==> src/rtl/i2s_pkg.sv <==
// Shared constants and helpers for the I2S transmitter.
package i2s_pkg;

    localparam int SAMPLE_WIDTH_DEF  = 16;
    localparam int SLOT_BITS_DEF     = 32;
    localparam int BCLK_HALF_DIV_DEF = 2;

    // frame_clk leads each slot's MSB by one bit_clk
    function automatic logic frame_clk_window(
        input int cnt,
        input int slot_bits
    );
        return (cnt >= slot_bits - 1) && (cnt <= 2 * slot_bits - 2);
    endfunction

endpackage

==> src/rtl/i2s_bclk_gen.sv <==
// Bit clock divider and frame bit counter for the I2S transmitter.
module i2s_bclk_gen
    import i2s_pkg::*;
#(
    parameter int SLOT_BITS     = SLOT_BITS_DEF,
    parameter int BCLK_HALF_DIV = BCLK_HALF_DIV_DEF,
    localparam int CW = $clog2(2 * SLOT_BITS),
    localparam int DW = (BCLK_HALF_DIV > 1) ? $clog2(BCLK_HALF_DIV) : 1
) (
    input  logic          clk,
    input  logic          reset,
    output logic          bit_clk,
    output logic          fall_evt,
    output logic [CW-1:0] bit_cnt,
    output logic [CW-1:0] bit_cnt_nxt
);

    localparam logic [DW-1:0] DIV_LAST = DW'(BCLK_HALF_DIV - 1);
    localparam logic [CW-1:0] CNT_LAST = CW'(2 * SLOT_BITS - 1);

    logic [DW-1:0] div_cnt_q, div_cnt_d;
    logic          bit_clk_q, bit_clk_d;
    logic [CW-1:0] bit_cnt_q, bit_cnt_d;
    logic          div_wrap;
    logic [CW-1:0] cnt_inc;

    always_comb begin
        div_wrap  = (div_cnt_q == DIV_LAST);
        div_cnt_d = div_wrap ? '0 : div_cnt_q + 1'b1;
        bit_clk_d = div_wrap ? ~bit_clk_q : bit_clk_q;
        fall_evt  = div_wrap && bit_clk_q;
        cnt_inc   = (bit_cnt_q == CNT_LAST) ? '0 : bit_cnt_q + 1'b1;
        bit_cnt_d = fall_evt ? cnt_inc : bit_cnt_q;
    end

    always_ff @(posedge clk or posedge reset) begin
        if (reset) begin
            div_cnt_q <= '0;
            bit_clk_q <= 1'b0;
            bit_cnt_q <= CNT_LAST;
        end else begin
            div_cnt_q <= div_cnt_d;
            bit_clk_q <= bit_clk_d;
            bit_cnt_q <= bit_cnt_d;
        end
    end

    assign bit_clk     = bit_clk_q;
    assign bit_cnt     = bit_cnt_q;
    assign bit_cnt_nxt = cnt_inc;

endmodule

==> src/rtl/i2s_tx.sv <==
// I2S serializer: one-entry sample buffer, stereo shifters, standard framing.
module i2s_tx
    import i2s_pkg::*;
#(
    parameter int SAMPLE_WIDTH  = SAMPLE_WIDTH_DEF,
    parameter int SLOT_BITS     = SLOT_BITS_DEF,
    parameter int BCLK_HALF_DIV = BCLK_HALF_DIV_DEF
) (
    input  logic                    clk,
    input  logic                    reset,
    input  logic [SAMPLE_WIDTH-1:0] sample_l,
    input  logic [SAMPLE_WIDTH-1:0] sample_r,
    input  logic                    sample_valid,
    output logic                    sample_ready,
    output logic                    bit_clk,
    output logic                    frame_clk,
    output logic                    sdata,
    output logic                    frame_tick,
    output logic                    underrun
);

    localparam int W  = SAMPLE_WIDTH;
    localparam int CW = $clog2(2 * SLOT_BITS);

    logic          fall_evt;
    logic [CW-1:0] bit_cnt;
    logic [CW-1:0] bit_cnt_nxt;

    i2s_bclk_gen #(
        .SLOT_BITS     (SLOT_BITS),
        .BCLK_HALF_DIV (BCLK_HALF_DIV)
    ) u_bclk (
        .clk         (clk),
        .reset       (reset),
        .bit_clk     (bit_clk),
        .fall_evt    (fall_evt),
        .bit_cnt     (bit_cnt),
        .bit_cnt_nxt (bit_cnt_nxt)
    );

    logic         buf_full_q, buf_full_d;
    logic [W-1:0] buf_l_q, buf_l_d;
    logic [W-1:0] buf_r_q, buf_r_d;
    logic [W-1:0] shift_l_q, shift_l_d;
    logic [W-1:0] shift_r_q, shift_r_d;
    logic         frame_clk_q, frame_clk_d;
    logic         sdata_q, sdata_d;
    logic         frame_tick_q, frame_tick_d;
    logic         underrun_q, underrun_d;

    logic         accept;
    logic         frame_load;
    logic [W-1:0] l_cur;
    logic [W-1:0] r_cur;
    int           cnt;

    always_comb begin
        buf_full_d   = buf_full_q;
        buf_l_d      = buf_l_q;
        buf_r_d      = buf_r_q;
        shift_l_d    = shift_l_q;
        shift_r_d    = shift_r_q;
        frame_clk_d  = frame_clk_q;
        sdata_d      = sdata_q;
        frame_tick_d = 1'b0;
        underrun_d   = 1'b0;
        l_cur        = shift_l_q;
        r_cur        = shift_r_q;
        cnt          = 32'(bit_cnt_nxt);

        accept     = sample_valid && !buf_full_q;
        frame_load = fall_evt && (bit_cnt_nxt == '0);

        if (accept) begin
            buf_full_d = 1'b1;
            buf_l_d    = sample_l;
            buf_r_d    = sample_r;
        end

        // No bypass: a pair accepted this cycle waits for the next frame
        if (frame_load) begin
            frame_tick_d = 1'b1;
            underrun_d   = !buf_full_q;
            if (buf_full_q) begin
                buf_full_d = 1'b0;
                l_cur      = buf_l_q;
                r_cur      = buf_r_q;
            end else begin
                l_cur = '0;
                r_cur = '0;
            end
        end

        if (fall_evt) begin
            frame_clk_d = frame_clk_window(cnt, SLOT_BITS);
            sdata_d     = 1'b0;
            shift_l_d   = l_cur;
            shift_r_d   = r_cur;
            if (cnt < W) begin
                sdata_d   = l_cur[W-1];
                shift_l_d = l_cur << 1;
            end else if (cnt >= SLOT_BITS && cnt < SLOT_BITS + W) begin
                sdata_d   = r_cur[W-1];
                shift_r_d = r_cur << 1;
            end
        end
    end

    always_ff @(posedge clk or posedge reset) begin
        if (reset) begin
            buf_full_q   <= 1'b0;
            buf_l_q      <= '0;
            buf_r_q      <= '0;
            shift_l_q    <= '0;
            shift_r_q    <= '0;
            frame_clk_q  <= 1'b0;
            sdata_q      <= 1'b0;
            frame_tick_q <= 1'b0;
            underrun_q   <= 1'b0;
        end else begin
            buf_full_q   <= buf_full_d;
            buf_l_q      <= buf_l_d;
            buf_r_q      <= buf_r_d;
            shift_l_q    <= shift_l_d;
            shift_r_q    <= shift_r_d;
            frame_clk_q  <= frame_clk_d;
            sdata_q      <= sdata_d;
            frame_tick_q <= frame_tick_d;
            underrun_q   <= underrun_d;
        end
    end

    assign sample_ready = !buf_full_q;
    assign frame_clk    = frame_clk_q;
    assign sdata        = sdata_q;
    assign frame_tick   = frame_tick_q;
    assign underrun     = underrun_q;

endmodule

==> config.mk <==
export PLATFORM = sky130hd
export DESIGN_NAME = i2s_tx
export DESIGN_NICKNAME = d
export VERILOG_FILES = /design/src/rtl/i2s_pkg.sv /design/src/rtl/i2s_bclk_gen.sv /design/src/rtl/i2s_tx.sv
export SDC_FILE = /design/constraint.sdc
export NUM_CORES = 1
export LEC_CHECK = 0
export CORE_ASPECT_RATIO = 1.75
export CORE_MARGIN = 1.5
export CORE_UTILIZATION = 60
export CTS_CLUSTER_SIZE = 30
export DETAILED_ROUTE_END_ITERATION = 7
export PLACE_DENSITY_LB_ADDON = 0.3
export SYNTH_ARGS = -nofsm -noshare
export SYNTH_HDL_FRONTEND = slang
export SYNTH_SLANG_ARGS = --single-unit
==> constraint.sdc <==
create_clock -name clk -period 7.9 [get_ports clk]
set_clock_uncertainty 0.2 [all_clocks]
set_input_delay 1.185 -clock clk [delete_from_list [all_inputs] [get_ports clk]]
set_output_delay 1.185 -clock clk [all_outputs]
set_load 0.1 [all_outputs]
==> results.txt, run 1 <==
----------------------------------------------------
[Yosys]
  Biggest area consumer among synthesized cells ... sky130_fd_sc_hd__dfrtp_1
  EDFF count, synth ... 0
  Number of library cell types mapped by synthesis ... 42
  Share of the synthesized area in the top cell type ... between 50% and 60%
  Largest cells by area after synthesis ... sky130_fd_sc_hd__dfrtp_1 (51%), sky130_fd_sc_hd__mux2_2 (10%), sky130_fd_sc_hd__nand2_1 (4.7%)
  Count of yosys warnings during synthesis ... 0
  Top_reg_cell synth ... sky130_fd_sc_hd__dfrtp_1
  Average cell area after synthesis ... approximately 11 um^2
  Post-synthesis cell area ... 3460 um^2
  Net count of the mapped netlist ... roughly 350
  Share of flip-flops with an asynchronous set or reset ... 100%
  Register bit count reported by yosys ... 77
  Portion of the post-synthesis area used by sequential elements ... 55.9%
  Number of instances in the synthesized netlist ... 308

[Setup path]
  Critical-path cell with the highest stage delay ... sky130_fd_sc_hd__clkdlybuf4s50_1
  Arrival time at the worst endpoint ... approximately 2.3 ns
  Required arrival time at the worst endpoint ... between 6 and 7 ns
  Critical path's largest stage delay ... roughly 1.2 ns
  Crit path launch type ... flop
  CP endpoint kind ... output port
  Setup CP Type ... reg -> out
  Worst-path maximum fanout ... 21
  Series of cell instances along the critical path ... inv_1 -> clkdlybuf4s50_1

[Floorplan]
  Top-Level Pins ... a little over 40
  Initial Util ... around 62%
  Area inside the core boundary ... between 5000 and 6000 um^2
  Die outline height ... just over 100 um
  Full die area ... between 6000 and 7000 um^2
  Horiz. Die Dim ... 60.4 um
  Placement row count ... 36

[Global route]
  Number of antenna violations at the first check in global routing ... 0
  Wire length of the first global-routing pass ... 11,100 um
  Number of global-route vias before repair ... ~2.4k
  Global Route Usage Sum ... a little under a quarter
  Remaining Overflow, GRT ... 0
  Met1 capacity usage during global routing ... between 30% and 40%
  Met3 routing resource usage after global routing ... between 4 and 5%
  Pin count of the biggest net entering global routing ... 78
  Global routing's busiest layer ... met2
  Met2 Use GR ... a little under two fifths

[Timing]
  Min Clock Period, post-route ... ~3.7 ns
  Hold Fails Final Rpt ... 0
  Total setup violations reported at the end of the flow ... 0
  Accumulated negative setup slack ... 0 ns
  Setup repair after global routing missed its margin ... false
  Max_slew headroom ... about a third
  Hold WS ... between 0.2 and 0.3 ns
  Transition time at the pin with the least slew margin ... just under 1 ns
  Worst setup slack after layout ... ~4.2 ns
  Fmax ... ~270 MHz
  Final critical-path share of the clock period ... roughly 47%
  Count of final max-slew check failures ... 0

[Detailed routing]
  Drt first pass iters ... 4
  Detailed-route wire length ... between 6000 and 7000 um
  Initial DRC count ... around 160
  Vias ... ~2.4k
  Remaining routing DRC violations ... 0
  WL per Instance ... between 15 and 20 um
  Antenna-violating nets left ... 0
  Via density per instance ... roughly 5.6

[Final layout]
  Layout-stage area growth over the synthesis result ... 20.1%
  Final-stage net count ... 382
  Antenna Cells ... 0
  Fraction of layout instances using a drive strength above 1 ... around a fifth
  Area of the multi-input gates ... between 1000 and 1500 um^2
  Area of all sequential standard cells ... between 1500 and 2000 um^2
  Number of fill cells in the layout ... between 400 and 500
  Final std cell area, no fill ... around 4200 um^2

[Run]
  Number of maximum-capacitance constraint violations ... 0

[Placement]
  Routability cong. ... 0.800
  Input/output buffers ... 40
  Placed cell areas ... about 3900 um^2
  Pre-CTS setup slack ... around 4.5 ns
  Post-DP HPWL ... 4170 um

[Pwr]
  Sw Share ... between 20% and 30%
  Largest vdd supply drop ... around 0.00020 V
  Net switching power of the design ... 212 uW
  Clock share of power ... roughly two fifths
  Register share of total power ... around half
  Leakage power figure ... roughly 1.8 nW
  Pwr dens ... ~230 nW/um^2
  Internal power summed over all cells ... between 700 and 800 uW
  Comb pwr share ... about 11%

[Hold path]
  Hold/Removal Path Class ... reg -> reg

[Outcome]
  Result of the run ... complete, no violations

[Clock network]
  Clock root cell ... sky130_fd_sc_hd__clkbuf_8
  Maximum level of the CTS H-tree ... 3
  Clk slew on worst S/H paths ... 0.07 ns
  Clock latency reported for the late side of the worst-skew pair ... around 0.34 ns
  Number of buffers added by the clock tree synthesis step ... 9
  Clock tree buffer depth ... 2
  Post-CTS setup-driven buffer insertion count ... 0
  Post-cts resize count ... 0
  Number of buffers inserted by hold repair at cts ... 0
  TritonCTS clock tree ... done
  Sink count of the clock tree ... 77

----------------------------------------------------
logic make-up (layout without fill, tap and decap cells):
family          count (synthesis)  count (layout)  synth area share, %
compound gates                 52              52                 12.0
mux                            33              33                 10.7
xor+xnor                        4               4                 1.01
fa+ha+maj                       4               4                 1.45
buf+inv                        27              67                 3.43
simple gates                  111             111                 15.6
flops                          77              77                 55.9
per-stage QoR:
stage	instances	power [mW]	utilization (%)
2_1_floorplan	308	0.570	-
3_3_place_gp	408	0.605	69.8
3_5_place_dp	408	0.612	69.8
4_1_cts	424	0.983	74.4
5_1_grt	424	1.02	74.4
6_report	424	0.977	74.4
area by class of cell:
class	count	area share [%]
Clock inverter	3	2.17
Inverter	7	0.632
Sequential cell	77	46.5
Timing Repair Buffer	44	10.4
Tap cell	76	2.29
Clock buffer	13	4.06
Multi-Input combinational cell	204	34.0
registers in the layout, indices dropped and copies added, names as in the netlist:
register          flops
frame_tick            1
shift_r_q            16
sdata                 1
underrun              1
frame_clk             1
u_bclk.div_cnt_q      1
buf_l_q              16
shift_l_q            16
buf_full_q            1
u_bclk.bit_clk        1
u_bclk.bit_cnt        6
buf_r_q              16
power groups by stage:
stage / combinational, mW / clock (mW) / sequential, mW
2_1_floorplan: 0.0827 / 0 / 0.488
3_3_place_gp: 0.105 / 0 / 0.500
3_5_place_dp: 0.109 / 0 / 0.504
4_1_cts: 0.111 / 0.376 / 0.497
5_1_grt: 0.120 / 0.392 / 0.505
6_report: 0.108 / 0.372 / 0.497
cells in the final DEF, fill, tap and decap left out, types with 5 or more instances in the layout:
cell type / n
sky130_fd_sc_hd__clkdlybuf4s50_1: 40
sky130_fd_sc_hd__nand3_1: 5
sky130_fd_sc_hd__o21ai_0: 5
sky130_fd_sc_hd__mux2_2: 32
sky130_fd_sc_hd__nand2_1: 43
sky130_fd_sc_hd__and2_1: 17
sky130_fd_sc_hd__nor2_1: 19
sky130_fd_sc_hd__dfrtp_1: 71
sky130_fd_sc_hd__inv_1: 5
sky130_fd_sc_hd__dfstp_2: 6
sky130_fd_sc_hd__a31oi_1: 16
sky130_fd_sc_hd__a221o_1: 15
sky130_fd_sc_hd__clkbuf_8: 12
sky130_fd_sc_hd__or2_1: 10
Yosys cell counts (2+ instances only):
library cell and n:
sky130_fd_sc_hd__xor2_1 2, sky130_fd_sc_hd__nand2_1 43, sky130_fd_sc_hd__or2_1 10, sky130_fd_sc_hd__dfstp_2 6, sky130_fd_sc_hd__or2_0 4, sky130_fd_sc_hd__buf_2 5
sky130_fd_sc_hd__nand3_1 5, sky130_fd_sc_hd__o31ai_1 4, sky130_fd_sc_hd__o211ai_1 2, sky130_fd_sc_hd__a21oi_1 2, sky130_fd_sc_hd__inv_1 6, sky130_fd_sc_hd__dfrtp_1 71
sky130_fd_sc_hd__and2_1 17, sky130_fd_sc_hd__nand3b_1 2, sky130_fd_sc_hd__clkbuf_1 13, sky130_fd_sc_hd__nor2_1 19, sky130_fd_sc_hd__xnor2_1 2, sky130_fd_sc_hd__a221o_1 15
sky130_fd_sc_hd__a31oi_1 16, sky130_fd_sc_hd__nor2b_1 2, sky130_fd_sc_hd__and3_1 2, sky130_fd_sc_hd__ha_1 4, sky130_fd_sc_hd__o21ai_0 5, sky130_fd_sc_hd__nor2_2 2
sky130_fd_sc_hd__mux2_2 32
worst max-delay path: cells and delay by family (launching register included):
| kind | cells | cell delay (ns) |
|---|---|---|
| flip-flops | 1 | 0.64 |
| buffers and inverters | 2 | 1.34 |
metal layers:
metal	part of all wire [%]	up-vias	wire (um)
li1	-	1140	-
met1	41	1176	2650
met2	54	46	3470
met3	3.5	11	227
met4	1.8	0	114
met5	0	-	0
final timing paths:
kind                                         from        endpoint  slack, ns  depth (start not counted)
worst max-delay path                   buf_full_q    sample_ready       4.20                          2
worst min-delay path                    frame_clk       frame_clk       0.28                          2
worst max register to register  u_bclk.bit_cnt[1]    shift_r_q[4]       4.94                          6
worst min register to register          frame_clk       frame_clk       0.28                          2
max in group asynchronous                   reset     buf_l_q[14]       5.64                          3
min in group asynchronous                   reset  u_bclk.bit_clk       1.24                          3
Note: power is estimated with default switching activity, not from simulation.
==> run 2, diff against run 1 <==
--- a/config.mk
+++ b/config.mk
@@ -7,7 +7,7 @@
 export LEC_CHECK = 0
 export CORE_ASPECT_RATIO = 1.75
 export CORE_MARGIN = 1.5
-export CORE_UTILIZATION = 60
+export CORE_UTILIZATION = 55
 export CTS_CLUSTER_SIZE = 30
 export DETAILED_ROUTE_END_ITERATION = 7
 export PLACE_DENSITY_LB_ADDON = 0.3
==> constraint.sdc (replaced) <==
create_clock -name clk -period 3.8 [get_ports clk]
set_clock_uncertainty 0.2 [all_clocks]
set_input_delay 0.57 -clock clk [delete_from_list [all_inputs] [get_ports clk]]
set_output_delay 0.57 -clock clk [all_outputs]
set_load 0.1 [all_outputs]
==> run 2 against run 1 <==
Against the previous run:
- non-clock buffer count is 1 higher
- combinational power is 110% higher
- routed wire length is 2.8% lower
- die area is 8.7% higher
- critical path type is now reg -> reg
- critical endpoint is now shift_r_q[14]
- highest routed layer unchanged
==> results.txt, run 2 (synthesis gave the netlist of run 1 again) <==
----------------------------------------------------
[Outcome]
  Result of the run ... complete, no violations

[Setup path]
  Critical path's largest stage delay ... approximately 0.63 ns
  CP endpoint kind ... flop
  Required arrival time at the worst endpoint ... around 4 ns
  Origin of the critical flop-to-flop path ... u_bclk.bit_cnt[1]
  Critical-path cell with the highest stage delay ... sky130_fd_sc_hd__dfstp_2
  Destination of the worst register-to-register timing path ... shift_r_q[14]
  FF-to-FF path depth ... 6
  Crit path launch type ... flop
  Worst-path maximum fanout ... 15
  Reg2Reg Setup Slack ... roughly 0.93 ns
  Arrival time at the worst endpoint ... 2.95 ns
  Series of cell instances along the critical path ... ha_1 -> a32oi_1 -> a211oi_2 -> o2111ai_2 -> nor2_2 -> a221o_1
  Setup CP Type ... reg -> reg

[Clock network]
  Maximum level of the CTS H-tree ... 3
  Sink count of the clock tree ... 77
  Clock tree buffer depth ... 2
  Number of buffers added by the clock tree synthesis step ... 9
  Clk slew on worst S/H paths ... about 0.07 ns
  TritonCTS clock tree ... done
  Post-CTS setup-driven buffer insertion count ... 0
  Post-cts resize count ... 0
  Number of buffers inserted by hold repair at cts ... 0
  Clock latency reported for the late side of the worst-skew pair ... around 0.35 ns
  Clock root cell ... sky130_fd_sc_hd__clkbuf_8

[Global route]
  Global Route Usage Sum ... a little over a fifth
  Number of global-route vias before repair ... between 2k and 2.5k
  Number of antenna violations at the first check in global routing ... 0
  Remaining Overflow, GRT ... 0
  Wire length of the first global-routing pass ... 10,900 um
  Pin count of the biggest net entering global routing ... 45

[Hold path]
  Hold endpoint ... frame_clk
  Hold/Removal Path Class ... reg -> reg
  Hold path cells ... 2
  Startpoint of the tightest hold check path ... frame_clk

[Detailed routing]
  Drt first pass iters ... 4
  Detailed-route wire length ... ~6300 um
  Via density per instance ... about 5.5
  WL per Instance ... around 15 um
  Initial DRC count ... 125
  Remaining routing DRC violations ... 0
  Antenna-violating nets left ... 0
  Vias ... roughly 2.4k

[Run]
  Number of maximum-capacitance constraint violations ... 0

[Timing]
  Hold WS ... roughly 0.28 ns
  Hold Fails Final Rpt ... 0
  Count of final max-slew check failures ... 0
  Total setup violations reported at the end of the flow ... 0
  Fmax ... 349 MHz
  Accumulated negative setup slack ... 0 ns
  Max_slew headroom ... approximately 36%
  Setup repair after global routing missed its margin ... false
  Transition time at the pin with the least slew margin ... slightly below 1 ns
  Min Clock Period, post-route ... approximately 2.9 ns
  Final critical-path share of the clock period ... roughly 75%

[Final layout]
  Fin util ... around 67%
  Number of fill cells in the layout ... 460
  Commonest cells after routing, fill and taps aside ... sky130_fd_sc_hd__dfrtp_1 (71), sky130_fd_sc_hd__nand2_1 (43), sky130_fd_sc_hd__clkdlybuf4s50_1 (39)
  Layout-stage area growth over the synthesis result ... 18.2%
  Fraction of layout instances using a drive strength above 1 ... between 10% and 20%
  Area of the multi-input gates ... 1410 um^2
  Commonest non-fill, non-tap cell in the layout ... sky130_fd_sc_hd__dfrtp_1
  Final-stage net count ... 383
  Antenna Cells ... 0
  Final std cell area, no fill ... just over 4000 um^2
  Area of all sequential standard cells ... roughly 1900 um^2

[Pwr]
  Internal power summed over all cells ... roughly 1.4 mW
  Largest vdd supply drop ... 0.000351 V
  Leakage power figure ... approximately 1.8 nW
  Pwr dens ... ~440 nW/um^2
  Clock share of power ... between 30 and 40%
  Sw Share ... a little under a quarter
  Net switching power of the design ... 431 uW
  Comb pwr share ... about an eighth
  Register share of total power ... a little under three fifths

[Floorplan]
  Horiz. Die Dim ... 63.0 um
  Placement row count ... 38
  Die outline height ... about 110 um
  Initial Util ... 56.5%
  Full die area ... a little under 7000 um^2
  Area inside the core boundary ... 6130 um^2
  Top-Level Pins ... 41

[Placement]
  Placed cell areas ... 3920 um^2
  Post-DP HPWL ... about 4300 um
  Input/output buffers ... 40
  Routability cong. ... 0.815

----------------------------------------------------
-- run 2: changes by cell type in the layout (fill, tap and decap cells not counted), sizes merged --
cell,before,now
bufinv,3,0
clkbuf,13,14
clkinv,0,2
clkdlybuf4s50,40,39
buf,4,6
-- run 2: through the flow --
step                      power [mW]  setup WS (ns)  cells
after global routing            1.90          0.743    429
after CTS                       1.83          0.967    429
after detailed placement        1.28          0.996    413
final                           1.80          0.934    429
after floorplan                 1.19           1.07    308
after global placement          1.26           1.13    413
-- run 2: final cells by class --
type	count	share of cell area [%]
Tap cell	80	2.44
Multi-Input combinational cell	204	34.5
Timing Repair Buffer	45	10.9
Clock buffer	14	3.97
Sequential cell	77	47.2
Clock inverter	2	0.244
Inverter	7	0.642
-- run 2: critical path, delay by kind of cell, from the launching register on --
kind | cells | cell delay, ns
AOI/OAI and AO/OA | 4 | 1.02
adders and majority gates | 1 | 0.38
DFF | 1 | 0.63
and+or+nand+nor | 1 | 0.57
-- run 2: worst max-delay path by stage --
stage	cells after the start	startpoint	slack [ns]	endpoint
6_report	6	u_bclk.bit_cnt[1]	0.93	shift_r_q[14]
5_1_grt	6	u_bclk.bit_cnt[1]	0.74	shift_r_q[14]
4_1_cts	6	u_bclk.bit_cnt[1]	0.97	shift_r_q[14]
3_5_place_dp	6	u_bclk.bit_cnt[1]	1.0	shift_r_q[3]
3_3_place_gp	7	u_bclk.bit_cnt[1]	1.13	shift_r_q[1]
2_1_floorplan	1	reset	1.07	buf_full_q
-- run 2: routing by layer --
layer / GRT usage, % / vias to the layer above / wire length [um]
met5: 0 / - / 0
li1: - / 1148 / -
met4: 8.89 / 0 / 136
met3: 5.52 / 8 / 201
met1: 24.7 / 1190 / 2670
met2: 35.9 / 32 / 3280
-- run 2: power by group through the flow --
stage          clock network (mW)  registers [mW]  logic [mW]
3_5_place_dp                    0            1.05       0.233
5_1_grt                     0.596            1.05       0.252
6_report                    0.547            1.03       0.226
3_3_place_gp                    0            1.04       0.221
2_1_floorplan                   0            1.01       0.172
4_1_cts                     0.565            1.03       0.232
